`config.mk`:
```
export PLATFORM = sky130hd
export DESIGN_NAME = dm_port_arbiter_flat
export DESIGN_NICKNAME = d
export VERILOG_FILES = /design/src/rtl/dm_port_arbiter_if.sv /design/src/rtl/dm_port_arbiter.sv /design/src/flat_wrapper.sv
export SDC_FILE = /design/constraint.sdc
export NUM_CORES = 1
export LEC_CHECK = 0
export BUFFER_PORTS_ARGS = -buffer_cell sky130_fd_sc_hd__buf_4
export CAP_MARGIN = 20
export CORE_MARGIN = 4
export CORE_UTILIZATION = 40
export CTS_CLUSTER_SIZE = 8
export DETAILED_ROUTE_END_ITERATION = 8
export PLACE_DENSITY = 0.7
export SETUP_SLACK_MARGIN = 0.2
export SKIP_CTS_REPAIR_TIMING = 1
export SYNTH_ARGS = -nofsm -noshare
export SYNTH_HDL_FRONTEND = slang
export SYNTH_SLANG_ARGS = --single-unit
export TNS_END_PERCENT = 30
```
`constraint.sdc`:
```
create_clock -name clk -period 6.2 [get_ports clk]
set_input_delay 0.93 -clock clk [delete_from_list [all_inputs] [get_ports clk]]
set_output_delay 0.93 -clock clk [all_outputs]
set_load 0.05 [all_outputs]
```
`src/rtl/dm_port_arbiter_if.sv`:
```
// Bundle of signals between the two memory requesters, the arbiter and the data memory.
// Port 0 is the CPU MEM stage. Port 1 is the DMA/debug loader.
// The slave modport is the arbiter's view. The master modport is the environment's view:
// it drives the requester fields and the memory read data.
interface dm_port_arbiter_if;
    // Port 0 (CPU)
    logic        req0;
    logic        we0;
    logic        byte0;
    logic [31:0] addr0;
    logic [31:0] wdata0;
    logic [31:0] pc0;
    logic        gnt0;
    logic        rvalid0;
    logic [31:0] rdata0;
    logic        err0;

    // Port 1 (DMA / debug loader)
    logic        req1;
    logic        we1;
    logic        byte1;
    logic [31:0] addr1;
    logic [31:0] wdata1;
    logic        gnt1;
    logic        rvalid1;
    logic [31:0] rdata1;
    logic        err1;

    // Data memory side
    logic        dm_we;
    logic        dm_byte;
    logic [31:0] dm_addr;
    logic [31:0] dm_wdata;
    logic [31:0] dm_pc;
    logic [31:0] dm_rdata;

    modport slave (
        input  req0, we0, byte0, addr0, wdata0, pc0,
        input  req1, we1, byte1, addr1, wdata1,
        input  dm_rdata,
        output gnt0, rvalid0, rdata0, err0,
        output gnt1, rvalid1, rdata1, err1,
        output dm_we, dm_byte, dm_addr, dm_wdata, dm_pc
    );

    modport master (
        output req0, we0, byte0, addr0, wdata0, pc0,
        output req1, we1, byte1, addr1, wdata1,
        output dm_rdata,
        input  gnt0, rvalid0, rdata0, err0,
        input  gnt1, rvalid1, rdata1, err1,
        input  dm_we, dm_byte, dm_addr, dm_wdata, dm_pc
    );
endinterface

```
`src/rtl/dm_port_arbiter.sv`:
```
// Two-port round-robin arbiter in front of a single-port data memory.
// When a request is accepted, its fields are latched and the access runs for one
// ACCESS cycle. The result comes back one cycle later on a registered rvalid/rdata pair.
// Addresses outside the memory are answered with err and never reach the memory.
module dm_port_arbiter #(
    parameter int          DM_WORDS_LOG2 = 12,
    parameter logic [31:0] DMA_PC_TAG    = 32'hFFFF_FFFF
) (
    input  logic              clk,
    input  logic              reset,
    dm_port_arbiter_if.slave  bus
);

    localparam logic [0:0] IDLE   = 1'b0;
    localparam logic [0:0] ACCESS = 1'b1;

    logic [0:0]  state;
    logic        last_grant;   // port that won the most recent arbitration
    logic        sel;          // port owning the current ACCESS cycle
    logic        lat_we;
    logic        lat_byte;
    logic [31:0] lat_addr;
    logic [31:0] lat_wdata;
    logic [31:0] lat_pc;

    logic        any_req;
    logic        pick;
    logic        in_range;

    logic        gnt0_q, gnt1_q;
    logic        rvalid0_q, rvalid1_q;
    logic        err0_q, err1_q;
    logic [31:0] rdata0_q, rdata1_q;

    // Winner selection: a lone requester wins; on a tie the port that did not win last time wins.
    always_comb begin
        any_req = bus.req0 | bus.req1;
        if (bus.req0 && bus.req1) begin
            pick = ~last_grant;
        end else begin
            pick = bus.req1;
        end
        in_range = (lat_addr >> (DM_WORDS_LOG2 + 2)) == 32'd0;
    end

    // FSM and request latch: accept one request in IDLE, spend exactly one cycle in ACCESS.
    // NOTE: sequential state uses non-blocking (<=) so every flop samples pre-edge values.
    always_ff @(posedge clk or posedge reset) begin
        if (reset) begin
            state      <= IDLE;
            last_grant <= 1'b1;
            sel        <= 1'b0;
            lat_we     <= 1'b0;
            lat_byte   <= 1'b0;
            lat_addr   <= 32'd0;
            lat_wdata  <= 32'd0;
            lat_pc     <= 32'd0;
        end else begin
            case (state)
                IDLE: begin
                    if (any_req) begin
                        state      <= ACCESS;
                        sel        <= pick;
                        last_grant <= pick;
                        lat_we     <= pick ? bus.we1    : bus.we0;
                        lat_byte   <= pick ? bus.byte1  : bus.byte0;
                        lat_addr   <= pick ? bus.addr1  : bus.addr0;
                        lat_wdata  <= pick ? bus.wdata1 : bus.wdata0;
                        lat_pc     <= pick ? DMA_PC_TAG : bus.pc0;
                    end
                end
                default: begin
                    state <= IDLE;
                end
            endcase
        end
    end

    // Handshake registers: gnt is high during ACCESS; rvalid/err/rdata are high in the cycle after it.
    always_ff @(posedge clk or posedge reset) begin
        if (reset) begin
            gnt0_q    <= 1'b0;
            gnt1_q    <= 1'b0;
            rvalid0_q <= 1'b0;
            rvalid1_q <= 1'b0;
            err0_q    <= 1'b0;
            err1_q    <= 1'b0;
            rdata0_q  <= 32'd0;
            rdata1_q  <= 32'd0;
        end else begin
            gnt0_q    <= (state == IDLE) && any_req && !pick;
            gnt1_q    <= (state == IDLE) && any_req &&  pick;
            rvalid0_q <= (state == ACCESS) && !sel;
            rvalid1_q <= (state == ACCESS) &&  sel;
            err0_q    <= (state == ACCESS) && !sel && !in_range;
            err1_q    <= (state == ACCESS) &&  sel && !in_range;
            // rdata holds its value across stores and errored accesses
            if ((state == ACCESS) && !sel && !lat_we && in_range) begin
                rdata0_q <= bus.dm_rdata;
            end
            if ((state == ACCESS) && sel && !lat_we && in_range) begin
                rdata1_q <= bus.dm_rdata;
            end
        end
    end

    // Memory drive: the latched access is active only in ACCESS; all memory outputs are zero otherwise.
    // NOTE: each output gets a default first so this block can never infer a latch.
    always_comb begin
        bus.dm_we    = 1'b0;
        bus.dm_byte  = 1'b0;
        bus.dm_addr  = 32'd0;
        bus.dm_wdata = 32'd0;
        bus.dm_pc    = 32'd0;
        if (state == ACCESS) begin
            bus.dm_we    = lat_we & in_range;
            bus.dm_byte  = lat_byte;
            bus.dm_addr  = lat_addr;
            bus.dm_wdata = lat_wdata;
            bus.dm_pc    = lat_pc;
        end
    end

    assign bus.gnt0    = gnt0_q;
    assign bus.gnt1    = gnt1_q;
    assign bus.rvalid0 = rvalid0_q;
    assign bus.rvalid1 = rvalid1_q;
    assign bus.err0    = err0_q;
    assign bus.err1    = err1_q;
    assign bus.rdata0  = rdata0_q;
    assign bus.rdata1  = rdata1_q;

endmodule

```
`src/flat_wrapper.sv`:
```
// flat-port wrapper written by rule: the top's interface ports become plain ports
module dm_port_arbiter_flat 
#(
    parameter int          DM_WORDS_LOG2 = 12,
    parameter logic [31:0] DMA_PC_TAG    = 32'hFFFF_FFFF
)
  (clk, reset, bus_req0, bus_we0, bus_byte0, bus_addr0, bus_wdata0, bus_pc0, bus_req1, bus_we1, bus_byte1, bus_addr1, bus_wdata1, bus_dm_rdata, bus_gnt0, bus_rvalid0, bus_rdata0, bus_err0, bus_gnt1, bus_rvalid1, bus_rdata1, bus_err1, bus_dm_we, bus_dm_byte, bus_dm_addr, bus_dm_wdata, bus_dm_pc);
  dm_port_arbiter_if bus_i ();
  input  logic clk;
  input  logic reset;
  input wire logic [$bits(bus_i.req0)-1:0] bus_req0;
  input wire logic [$bits(bus_i.we0)-1:0] bus_we0;
  input wire logic [$bits(bus_i.byte0)-1:0] bus_byte0;
  input wire logic [$bits(bus_i.addr0)-1:0] bus_addr0;
  input wire logic [$bits(bus_i.wdata0)-1:0] bus_wdata0;
  input wire logic [$bits(bus_i.pc0)-1:0] bus_pc0;
  input wire logic [$bits(bus_i.req1)-1:0] bus_req1;
  input wire logic [$bits(bus_i.we1)-1:0] bus_we1;
  input wire logic [$bits(bus_i.byte1)-1:0] bus_byte1;
  input wire logic [$bits(bus_i.addr1)-1:0] bus_addr1;
  input wire logic [$bits(bus_i.wdata1)-1:0] bus_wdata1;
  input wire logic [$bits(bus_i.dm_rdata)-1:0] bus_dm_rdata;
  output wire logic [$bits(bus_i.gnt0)-1:0] bus_gnt0;
  output wire logic [$bits(bus_i.rvalid0)-1:0] bus_rvalid0;
  output wire logic [$bits(bus_i.rdata0)-1:0] bus_rdata0;
  output wire logic [$bits(bus_i.err0)-1:0] bus_err0;
  output wire logic [$bits(bus_i.gnt1)-1:0] bus_gnt1;
  output wire logic [$bits(bus_i.rvalid1)-1:0] bus_rvalid1;
  output wire logic [$bits(bus_i.rdata1)-1:0] bus_rdata1;
  output wire logic [$bits(bus_i.err1)-1:0] bus_err1;
  output wire logic [$bits(bus_i.dm_we)-1:0] bus_dm_we;
  output wire logic [$bits(bus_i.dm_byte)-1:0] bus_dm_byte;
  output wire logic [$bits(bus_i.dm_addr)-1:0] bus_dm_addr;
  output wire logic [$bits(bus_i.dm_wdata)-1:0] bus_dm_wdata;
  output wire logic [$bits(bus_i.dm_pc)-1:0] bus_dm_pc;
  assign bus_i.req0 = bus_req0;
  assign bus_i.we0 = bus_we0;
  assign bus_i.byte0 = bus_byte0;
  assign bus_i.addr0 = bus_addr0;
  assign bus_i.wdata0 = bus_wdata0;
  assign bus_i.pc0 = bus_pc0;
  assign bus_i.req1 = bus_req1;
  assign bus_i.we1 = bus_we1;
  assign bus_i.byte1 = bus_byte1;
  assign bus_i.addr1 = bus_addr1;
  assign bus_i.wdata1 = bus_wdata1;
  assign bus_i.dm_rdata = bus_dm_rdata;
  assign bus_gnt0 = bus_i.gnt0;
  assign bus_rvalid0 = bus_i.rvalid0;
  assign bus_rdata0 = bus_i.rdata0;
  assign bus_err0 = bus_i.err0;
  assign bus_gnt1 = bus_i.gnt1;
  assign bus_rvalid1 = bus_i.rvalid1;
  assign bus_rdata1 = bus_i.rdata1;
  assign bus_err1 = bus_i.err1;
  assign bus_dm_we = bus_i.dm_we;
  assign bus_dm_byte = bus_i.dm_byte;
  assign bus_dm_addr = bus_i.dm_addr;
  assign bus_dm_wdata = bus_i.dm_wdata;
  assign bus_dm_pc = bus_i.dm_pc;
  dm_port_arbiter #(.DM_WORDS_LOG2(DM_WORDS_LOG2), .DMA_PC_TAG(DMA_PC_TAG)) u_core (.clk(clk), .reset(reset), .bus(bus_i));
endmodule
```
== Yosys cells after proc, flatten, opt, wreduce, memory -nomap -nowiden ==
Cells that the tools add are included.
Word-level totals
  flip-flop bits (word level): 171
  input port bits: 200
  word-level logic and storage cells: 51
Operators by class
  muxes and demuxes: 13
  bitwise logic cells: 4
  reduce and logical (&&, ||, !) cells: 18
Operators with widths (count)
  $mux 32: 6
  $logic_not 32->1: 1
  $logic_and 1x1->1: 12
  $mux 1: 7
  $logic_not 1->1: 4
  $not 1->1: 2
  $reduce_and 2->1: 1
  $and 1x1->1: 1
  $or 1x1->1: 1

== Longest topological paths before layout ==
Gate-level depths: netlist of run 1.
  depth after elaboration: 4
  gate-level depth with buffers: 7
  gate-level depth less buffers: 5

== Least setup slack after synthesis of run 1 ==
No wires, ideal clock.
  path type: register to output
  start point: register u_core.lat_addr[22]
  end point: output bus_dm_we
  arrival: 1512 ps
  data required time: 5270 ps
  setup slack: 3758 ps
  stages on the path, launching flop included: 5
  buffers on the path: 0
  cells stage by stage: dfrtp_1 nor4_1 nand3_2 nor2_1 and3_1
On the way
  word-level cells in the longest chain between the ends: 3
Ends and longest elaborated chain
  start, declared: RTL line dm_port_arbiter.sv:22  | logic [31:0] lat_addr;
  start signal, assigned: RTL line dm_port_arbiter.sv:67  | lat_addr <= pick ? bus.addr1 : bus.addr0;
  $logic_not 32->1: RTL line dm_port_arbiter.sv:43  | in_range = (lat_addr >> (DM_WORDS_LOG2 + 2)) == 32'd0;
  $and 1x1->1: RTL line dm_port_arbiter.sv:116  | bus.dm_we = lat_we & in_range;
  $mux 1: RTL line dm_port_arbiter.sv:115  | if (state == ACCESS) begin
  end, declared: RTL line flat_wrapper.sv:31  | output wire logic [$bits(bus_i.dm_we)-1:0] bus_dm_we;
No other way between the ends.

== Final worst setup path of run 1 ==
  start point: register u_core.state
  end point: output bus_dm_pc[9]
On the way
  word-level cells in the longest chain between the ends: 1
Ends and longest elaborated chain
  start, declared: RTL line dm_port_arbiter.sv:17  | logic [0:0] state;
  start signal, assigned: RTL line dm_port_arbiter.sv:50  | state <= IDLE;
  start signal, assigned: RTL line dm_port_arbiter.sv:62  | state <= ACCESS;
  start signal, assigned: RTL line dm_port_arbiter.sv:73  | state <= IDLE;
  $mux 32: RTL line dm_port_arbiter.sv:115
  end, declared: RTL line flat_wrapper.sv:35  | output wire logic [$bits(bus_i.dm_pc)-1:0] bus_dm_pc;
No other way between the ends.

==> results of run 1 <==
## power by group
group,leakage [nW],switching [mW],internal (mW)
Combinational,3.29,0.621,0.369
Clock,0.278,0.495,0.535
Sequential,2.14,0.0876,1.25
## placed cells by master, fill, tap and decap left out, types with 2 or more instances in the layout
| cell | count |
|---|---|
| nand2_1 | 2 |
| and2_1 | 96 |
| o22a_1 | 32 |
| clkinv_4 | 3 |
| a21o_1 | 2 |
| inv_8 | 4 |
| mux2_2 | 4 |
| nand2b_1 | 2 |
| nor2_1 | 5 |
| inv_1 | 70 |
| mux2_4 | 60 |
| clkinv_8 | 2 |
| inv_6 | 4 |
| a222oi_1 | 66 |
| clkbuf_16 | 17 |
| nor4_1 | 3 |
| buf_4 | 375 |
| dfrtp_1 | 169 |
| clkinvlp_4 | 2 |
| nor4_4 | 2 |
## layout make-up
cell class	count	area share
sequential	171	0.391
timing repair buffer	376	0.260
inverter	72	0.0252
tap	229	0.0262
multi-input combinational	281	0.244
antenna	1	0.000229
clock inverter	15	0.0137
clock buffer	17	0.0389
## worst max-delay path, cell delays in order (launching register included)
cell and delay (ps):
dfrtp_2 860, buf_4 510, and2_1 230, buf_4 200
## metal layers
layer / vias up / GRT usage / part of all wire / wire (um)
met5: - / 0 / 0 / 0
met4: 0 / 0.0658 / 0.018 / 416
met3: 22 / 0.0850 / 0.11 / 2510
met2: 305 / 0.357 / 0.49 / 11500
met1: 2946 / 0.254 / 0.38 / 8860
li1: 2751 / - / - / -
## kinds of logic after synthesis
logic type             after synthesis
muxes                               64
DFF                                171
and+or+nand+nor                    116
AOI/OAI and AO/OA                  101
buffers and inverters              117
## state kept, by name, summed over array words and instances (netlist names)
signal / cells
u_core.bus.err0: 1
u_core.bus.err1: 1
u_core.bus.gnt0: 1
u_core.bus.gnt1: 1
u_core.bus.rdata0: 32
u_core.bus.rdata1: 32
u_core.bus.rvalid0: 1
u_core.bus.rvalid1: 1
u_core.last_grant: 1
u_core.lat_addr: 32
u_core.lat_byte: 1
u_core.lat_pc: 32
u_core.lat_wdata: 32
u_core.lat_we: 1
u_core.sel: 1
u_core.state: 1
## metrics by stage
stage               worst slack, ps  std cells  utilization
global route                   2820       1162        0.603
global placement               3230       1128        0.569
finish                         3000       1162        0.603
detailed placement             3210       1128        0.569
floorplan                       640        569            -
CTS                            2980       1160        0.601
## worst min path at each step
stage | slack (ps) | endpoint | startpoint
6_report | 440 | u_core.bus.rdata0[9] | reset
5_1_grt | 440 | u_core.bus.rdata1[9] | reset
4_1_cts | 500 | u_core.sel | u_core.sel
3_5_place_dp | 490 | u_core.sel | u_core.sel
3_3_place_gp | 480 | u_core.sel | u_core.sel
2_1_floorplan | 460 | u_core.sel | u_core.sel
==> metrics.txt, run 1 <==
Clock Sinks=171; number of distinct library cells after synthesis=25; max cap viols=0; post-synthesis register bit count=171; Cell Pwr Density=307 nW/um2; Total Power=3.36 mW; Yosys top cell area share=0.572; critical path class=reg -> out; startpoint class of the critical path=flip-flop; Mapped Area=7430 um2; core area=18,100 um2; Final Hold Viols=0; vias in the first global route=6,281; TritonCTS Buffers=17; first-pass GRT wire length=34,300 um; largest family of logic cells by synthesized area=compound AO/OA/AOI/OAI gates; reg-to-reg slack, setup=3160 ps; worst setup path startpoint=u_core.state; Seq/Total Area, Yosys=0.576; Synth Area in Compound Gates=0.130; worst r2r dst=u_core.lat_addr[14]; adder-cell share of the synthesized area=0; post-DP HPWL=16,600 um; initial core utilization=0.410; RSZ-0062 raised after global routing=no; HP Class=in -> async; min Tclk post-route=3200 ps; Worst-path clk slew=70 ps; Mapped Avg Cell Area=13.1 um2; multiplexer share of the synthesized area=0.127; port bufs=367; Main synth FF type=dfrtp_1; final WL=23,300 um; Crit. End Element=output port; die footprint=20,800 um2; Nets=1,119; DR vias/cell=5.18; final worst-path cycle share=0.516; First-pass DRT Iterations=8; clock tree buffer depth=2; post-route ant nets=0; row cnt=49; multi-input logic area=2670 um2; worst endpoint data arrival time=2270 ps; CTS tree=built; Synth area leader=dfrtp_1; Tot GR Track Use=0.213; Synth Area in XOR/XNOR=0; R2R depth=7; worst skew pair latency=430 ps; Root Driver=clkbuf_16; Vert. Die Dim=144 um; number of antenna violations at the first check in global routing=1; net count after synthesis=769; gpl congestion=0.824; Post-synth ARST share=1.00; area growth from synthesis to layout=47.2%; pin count of the biggest net entering global routing=110; drc violations=0; Final Max Slew Viols=0; status=finished clean; Post-synth EDFFs=0; layout cells sized above 1=0.518; endpoints failing setup=0; sequential cell area=4280 um2; Slew HR=0.294; Fin Setup TNS=0 ps; tightest hold margin=440 ps; yosys warns=0; Fillers=1,531; htree depth=4; fmax=0.313 GHz; Critical Path RT=5270 ps; chip width=144 um; total number of vias=6,024; I/O Pins=368; Worst VDD drop=0.000199 V; design area=10,900 um2; post-synthesis simple-gate area fraction=0.101; worst slew pin tran=1060 ps; Layout Skew=14.0 ps; FF-to-FF Start=u_core.state; placed cell area=10,300 um2; Detailed Route Iter0 Violations=435; Leak=5.71 nW; Synth top cells by count=dfrtp_1 (170), and2_1 (96), inv_1 (72), a222oi_1 (66), mux2_4 (60); total global routing overflow=0; count leader, synth=dfrtp_1; Routed WL per cell=20.0 um; CP endpoint=bus_dm_pc[9]; Synth area leaders=dfrtp_1 (57%), mux2_4 (12%), a222oi_1 (8.9%); Crit Path Max Fanout=53; Syn Inst Count=569
Power figures use the tool's default switching activity.
==> inputs of run 2 (changes only) <==
==> constraint.sdc (replaced) <==
create_clock -name clk -period 3 [get_ports clk]
set_input_delay 0.45 -clock clk [delete_from_list [all_inputs] [get_ports clk]]
set_output_delay 0.45 -clock clk [all_outputs]
set_load 0.05 [all_outputs]
==> run 2 against run 1 <==
Compared with the run above:
- combinational power rose by 110%
- clock power is 120% higher
- count of clock-buffer cells in the layout unchanged
- register-to-register slack worse by 2300 ps
- die area unchanged
- clock skew increased by 0.86 ps
- largest power group unchanged
==> metrics.txt, run 2 (synthesized netlist as in run 1, its figures left out) <==
post-DP HPWL=17,300 um; Crit path max-delay family=simple AND/OR/NAND/NOR gates; Clock Sinks=171; design area=11,100 um2; CP endpoint=bus_dm_we; R2R depth=5; Crit. End Element=output port; Comb pwr share=0.291; clock tree buffer depth=2; Detailed Route Iter0 Violations=546; critical path class=reg -> out; area growth from synthesis to layout=48.8%; worst endpoint data arrival time=1990 ps; Fin Setup TNS=0 ps; min Tclk post-route=2440 ps; critical path's slowest cell=dfrtp_1; pre-CTS WS=858 ps; endpoints failing setup=0; Worst-path clk slew=70 ps; Vert. Die Dim=144 um; initial core utilization=0.410; CP Cell Sequence=nor4_1 > nand2_1 > nor2_1 > and3_1 > buf_4; first-pass GRT wire length=35,800 um; placed cell area=10,400 um2; tightest hold margin=176 ps; HP Class=in -> async; core area=18,100 um2; Critical Path RT=2550 ps; pin count of the biggest net entering global routing=94; Routed WL per cell=20.6 um; Net Sw Frac=0.340; Final Worst Setup Slack=559 ps; Final Hold Viols=0; final worst-path cycle share=0.814; commonest cells after routing, fill and taps aside=buf_4 (372), dfrtp_1 (169), and2_1 (96); htree depth=4; port bufs=367; max cap viols=0; Slew HR=0.627; Reg power frac=0.389; final WL=24,000 um; post-route ant nets=0; Clock Power Share=0.320; total number of vias=6,056; Nets=1,122; DR vias/cell=5.19; Levels on crit path=5; Cells after DPL=1,132; status=finished clean; worst slew pin tran=560 ps; Total Power=7.12 mW; vias in the first global route=6,280; Tot GR Track Use=0.224; Worst Path Buf+Inv=1; Post-Route Utilization=0.610; worst skew pair latency=420 ps; Crit path largest cell delay=400 ps; Cell Pwr Density=644 nW/um2; Fillers=1,495; switching pwr=2.42 mW; post-route insts no fill=1,166; Final Max Slew Viols=0; I/O Pins=368; RSZ-0062 raised after global routing=no; reg-to-reg slack, setup=890 ps; First-pass DRT Iterations=6; Crit Path Max Fanout=3; Leak=5.76 nW; Int Pwr=4.70 mW; FF-to-FF Start=u_core.lat_addr[22]; number of antenna violations at the first check in global routing=2; Worst VDD drop=0.000401 V; chip width=144 um; CTS tree=built; row cnt=49; TritonCTS Buffers=17; gpl congestion=0.808; Layout Skew=14.8 ps; startpoint class of the critical path=flip-flop; most common cell after layout, fill and taps aside=buf_4; layout cells sized above 1=0.520; Root Driver=clkbuf_16; drc violations=0; worst setup path startpoint=u_core.lat_addr[19]; total global routing overflow=0; worst r2r dst=u_core.bus.rdata1[31]; die footprint=20,800 um2; fmax=0.410 GHz
[run 2: layout make-up]
| type | count | area [um2] | share of cell area |
|---|---|---|---|
| well taps | 229 | 287 | 0.0259 |
| inverters | 72 | 274 | 0.0248 |
| flip-flops and latches | 171 | 4280 | 0.387 |
| clock buffers | 17 | 425 | 0.0385 |
| multi-input cells | 281 | 2670 | 0.242 |
| clock inverters | 15 | 184 | 0.0166 |
| diodes | 2 | 5.00 | 0.000452 |
| repair buffers | 379 | 2930 | 0.265 |
[run 2: worst min-delay path by stage]
| stage | from | to | cells past startpoint |
|---|---|---|---|
| floorplan | u_core.sel | u_core.sel | 1 |
| global placement | u_core.lat_addr[3] | u_core.lat_addr[3] | 2 |
| detailed placement | u_core.lat_addr[11] | u_core.lat_addr[11] | 2 |
| CTS | reset | u_core.lat_pc[20] | 3 |
| global route | reset | u_core.lat_pc[12] | 3 |
| finish | reset | u_core.lat_pc[19] | 3 |
[run 2: worst min-delay path, stage by stage]
cell and delay [ps]:
buf_4 120, clkinvlp_4 100, buf_12 340
[run 2: routing by layer]
metal / part of all wire / vias up / wire (um) / track usage
met3: 0.11 / 27 / 2740 / 0.0939
met5: 0 / - / 0 / 0
met1: 0.37 / 2995 / 8980 / 0.276
met4: 0.022 / 0 / 533 / 0.0761
met2: 0.49 / 289 / 11700 / 0.356
li1: - / 2745 / - / -
[run 2: power groups by stage]
stage               Combinational, mW  Sequential [mW]  Clock [mW]
finish                           2.07             2.77        2.27
global route                     2.21             2.80        2.43
CTS                              2.10             2.77        2.33
detailed placement               2.09             2.81           0
global placement                 2.07             2.79           0
floorplan                        1.32             2.79           0
==> inputs of run 3 (changes only) <==
==> constraint.sdc (replaced) <==
create_clock -name clk -period 2.45 [get_ports clk]
set_input_delay 0.3675 -clock clk [delete_from_list [all_inputs] [get_ports clk]]
set_output_delay 0.3675 -clock clk [all_outputs]
set_load 0.05 [all_outputs]
==> run 3 against run 2 <==
Compared with the run above:
- via count shrank 0.12%
- final cell count grew 0.51%
- cell area grew 0.27%
- non-clock buffer count grew 7
- die area is the same
- sequential power grew 22%
- first-iteration DRC count shrank 7.1%
- utilization grew 0.17 points
- critical path type is now reg -> reg
- critical endpoint is now u_core.bus.rdata1[31]
- largest cell class unchanged
- largest power group unchanged
==> metrics.txt, run 3 (synthesized netlist as in run 1, its figures left out) <==
status=finished clean; TritonCTS Buffers=17; initial core utilization=0.410; number of antenna violations at the first check in global routing=1; gpl congestion=0.785; worst skew pair latency=430 ps; layout cells sized above 1=0.524; max cap viols=0; Final Worst Setup Slack=250 ps; total number of vias=6,049; Worst Hold Path EP=u_core.lat_wdata[21]; Slew HR=0.653; I/O Pins=368; Fillers=1,476; Tot GR Track Use=0.224; final worst-path cycle share=0.898; port bufs=367; design area=11,100 um2; endpoints failing setup=0; placed cell area=10,500 um2; Crit. End Element=flip-flop; worst r2r dst=u_core.bus.rdata1[31]; worst setup path startpoint=u_core.lat_addr[26]; htree depth=4; CTS tree=built; Cell Pwr Density=775 nW/um2; RSZ-0062 raised after global routing=yes; pin count of the biggest net entering global routing=66; HP Class=in -> reg; row cnt=49; commonest cells after routing, fill and taps aside=buf_4 (379), dfrtp_1 (169), and2_1 (96); post-DP HPWL=17,500 um; Nets=1,129; Crit Path Max Fanout=32; FF-to-FF Start=u_core.lat_addr[26]; worst hold path depth=3; reg-to-reg slack, setup=250 ps; pre-CTS WS=315 ps; core area=18,100 um2; Vert. Die Dim=144 um; post-route ant nets=0; critical path class=reg -> reg; R2R depth=6; Routed WL per cell=20.6 um; DR vias/cell=5.16; first-pass GRT wire length=35,500 um; clock tree buffer depth=2; Final Hold Viols=0; area growth from synthesis to layout=49.2%; Detailed Route Iter0 Violations=507; Leak=5.76 nW; die footprint=20,800 um2; Clock Sinks=171; First-pass DRT Iterations=8; Critical Path RT=2760 ps; final WL=24,100 um; startpoint class of the critical path=flip-flop; fmax=0.455 GHz; Worst VDD drop=0.000494 V; worst slew pin tran=519 ps; total global routing overflow=0; Root Driver=clkbuf_16; Layout Skew=15.8 ps; drc violations=0; min Tclk post-route=2200 ps; most common cell after layout, fill and taps aside=buf_4; hold wc startpoint=bus_wdata1[21]; Worst-path clk slew=70 ps; Final Max Slew Viols=0; vias in the first global route=6,265; chip width=144 um; worst endpoint data arrival time=2510 ps
-- run 3: per-stage QoR --
stage          cells  total power [mW]   util  hold WS (ps)  TNS [ps]
2_1_floorplan    569              5.04      -           464    -16900
4_1_cts         1168              8.68  0.609         -23.4         0
3_3_place_gp    1136              5.95  0.577           439         0
3_5_place_dp    1136              5.99  0.577           440         0
5_1_grt         1172              8.99  0.611           125         0
6_report        1172              8.60  0.611           139         0
-- run 3: critical path, cell delays in order, from the launching register on --
cell and delay [ps]:
dfrtp_1 400, nor4_2 300, nand3_2 170, buf_4 190
nor4_4 320, buf_12 300, mux2_2 370
-- run 3: layer usage --
layer / global-route usage / part of all wire / up-vias
met5: 0 / 0 / -
met1: 0.265 / 0.38 / 2954
met3: 0.105 / 0.11 / 32
met2: 0.359 / 0.48 / 305
met4: 0.0785 / 0.022 / 0
li1: - / - / 2758
-- run 3: where the power goes --
group	switching [mW]	internal, mW
combinational	1.60	0.957
clock	1.23	1.44
sequential	0.202	3.17
-- run 3: layout make-up --
class / count / area, um2 / area share
antenna: 1 / 2.50 / 0.000226
sequential: 171 / 4280 / 0.386
tap: 229 / 287 / 0.0258
clock inverter: 15 / 160 / 0.0144
multi-input combinational: 281 / 2690 / 0.242
clock buffer: 17 / 425 / 0.0384
timing repair buffer: 386 / 2980 / 0.268
inverter: 72 / 274 / 0.0247
-- run 3: how the worst max path moves through the flow --
stage,to,slack (ps),cells past startpoint
floorplan,u_core.bus.err0,-100,1
global placement,u_core.bus.rdata1[31],340,5
detailed placement,u_core.bus.rdata1[30],320,5
global route,bus_dm_we,140,5
CTS,bus_dm_we,60,5
finish,u_core.bus.rdata1[31],250,6
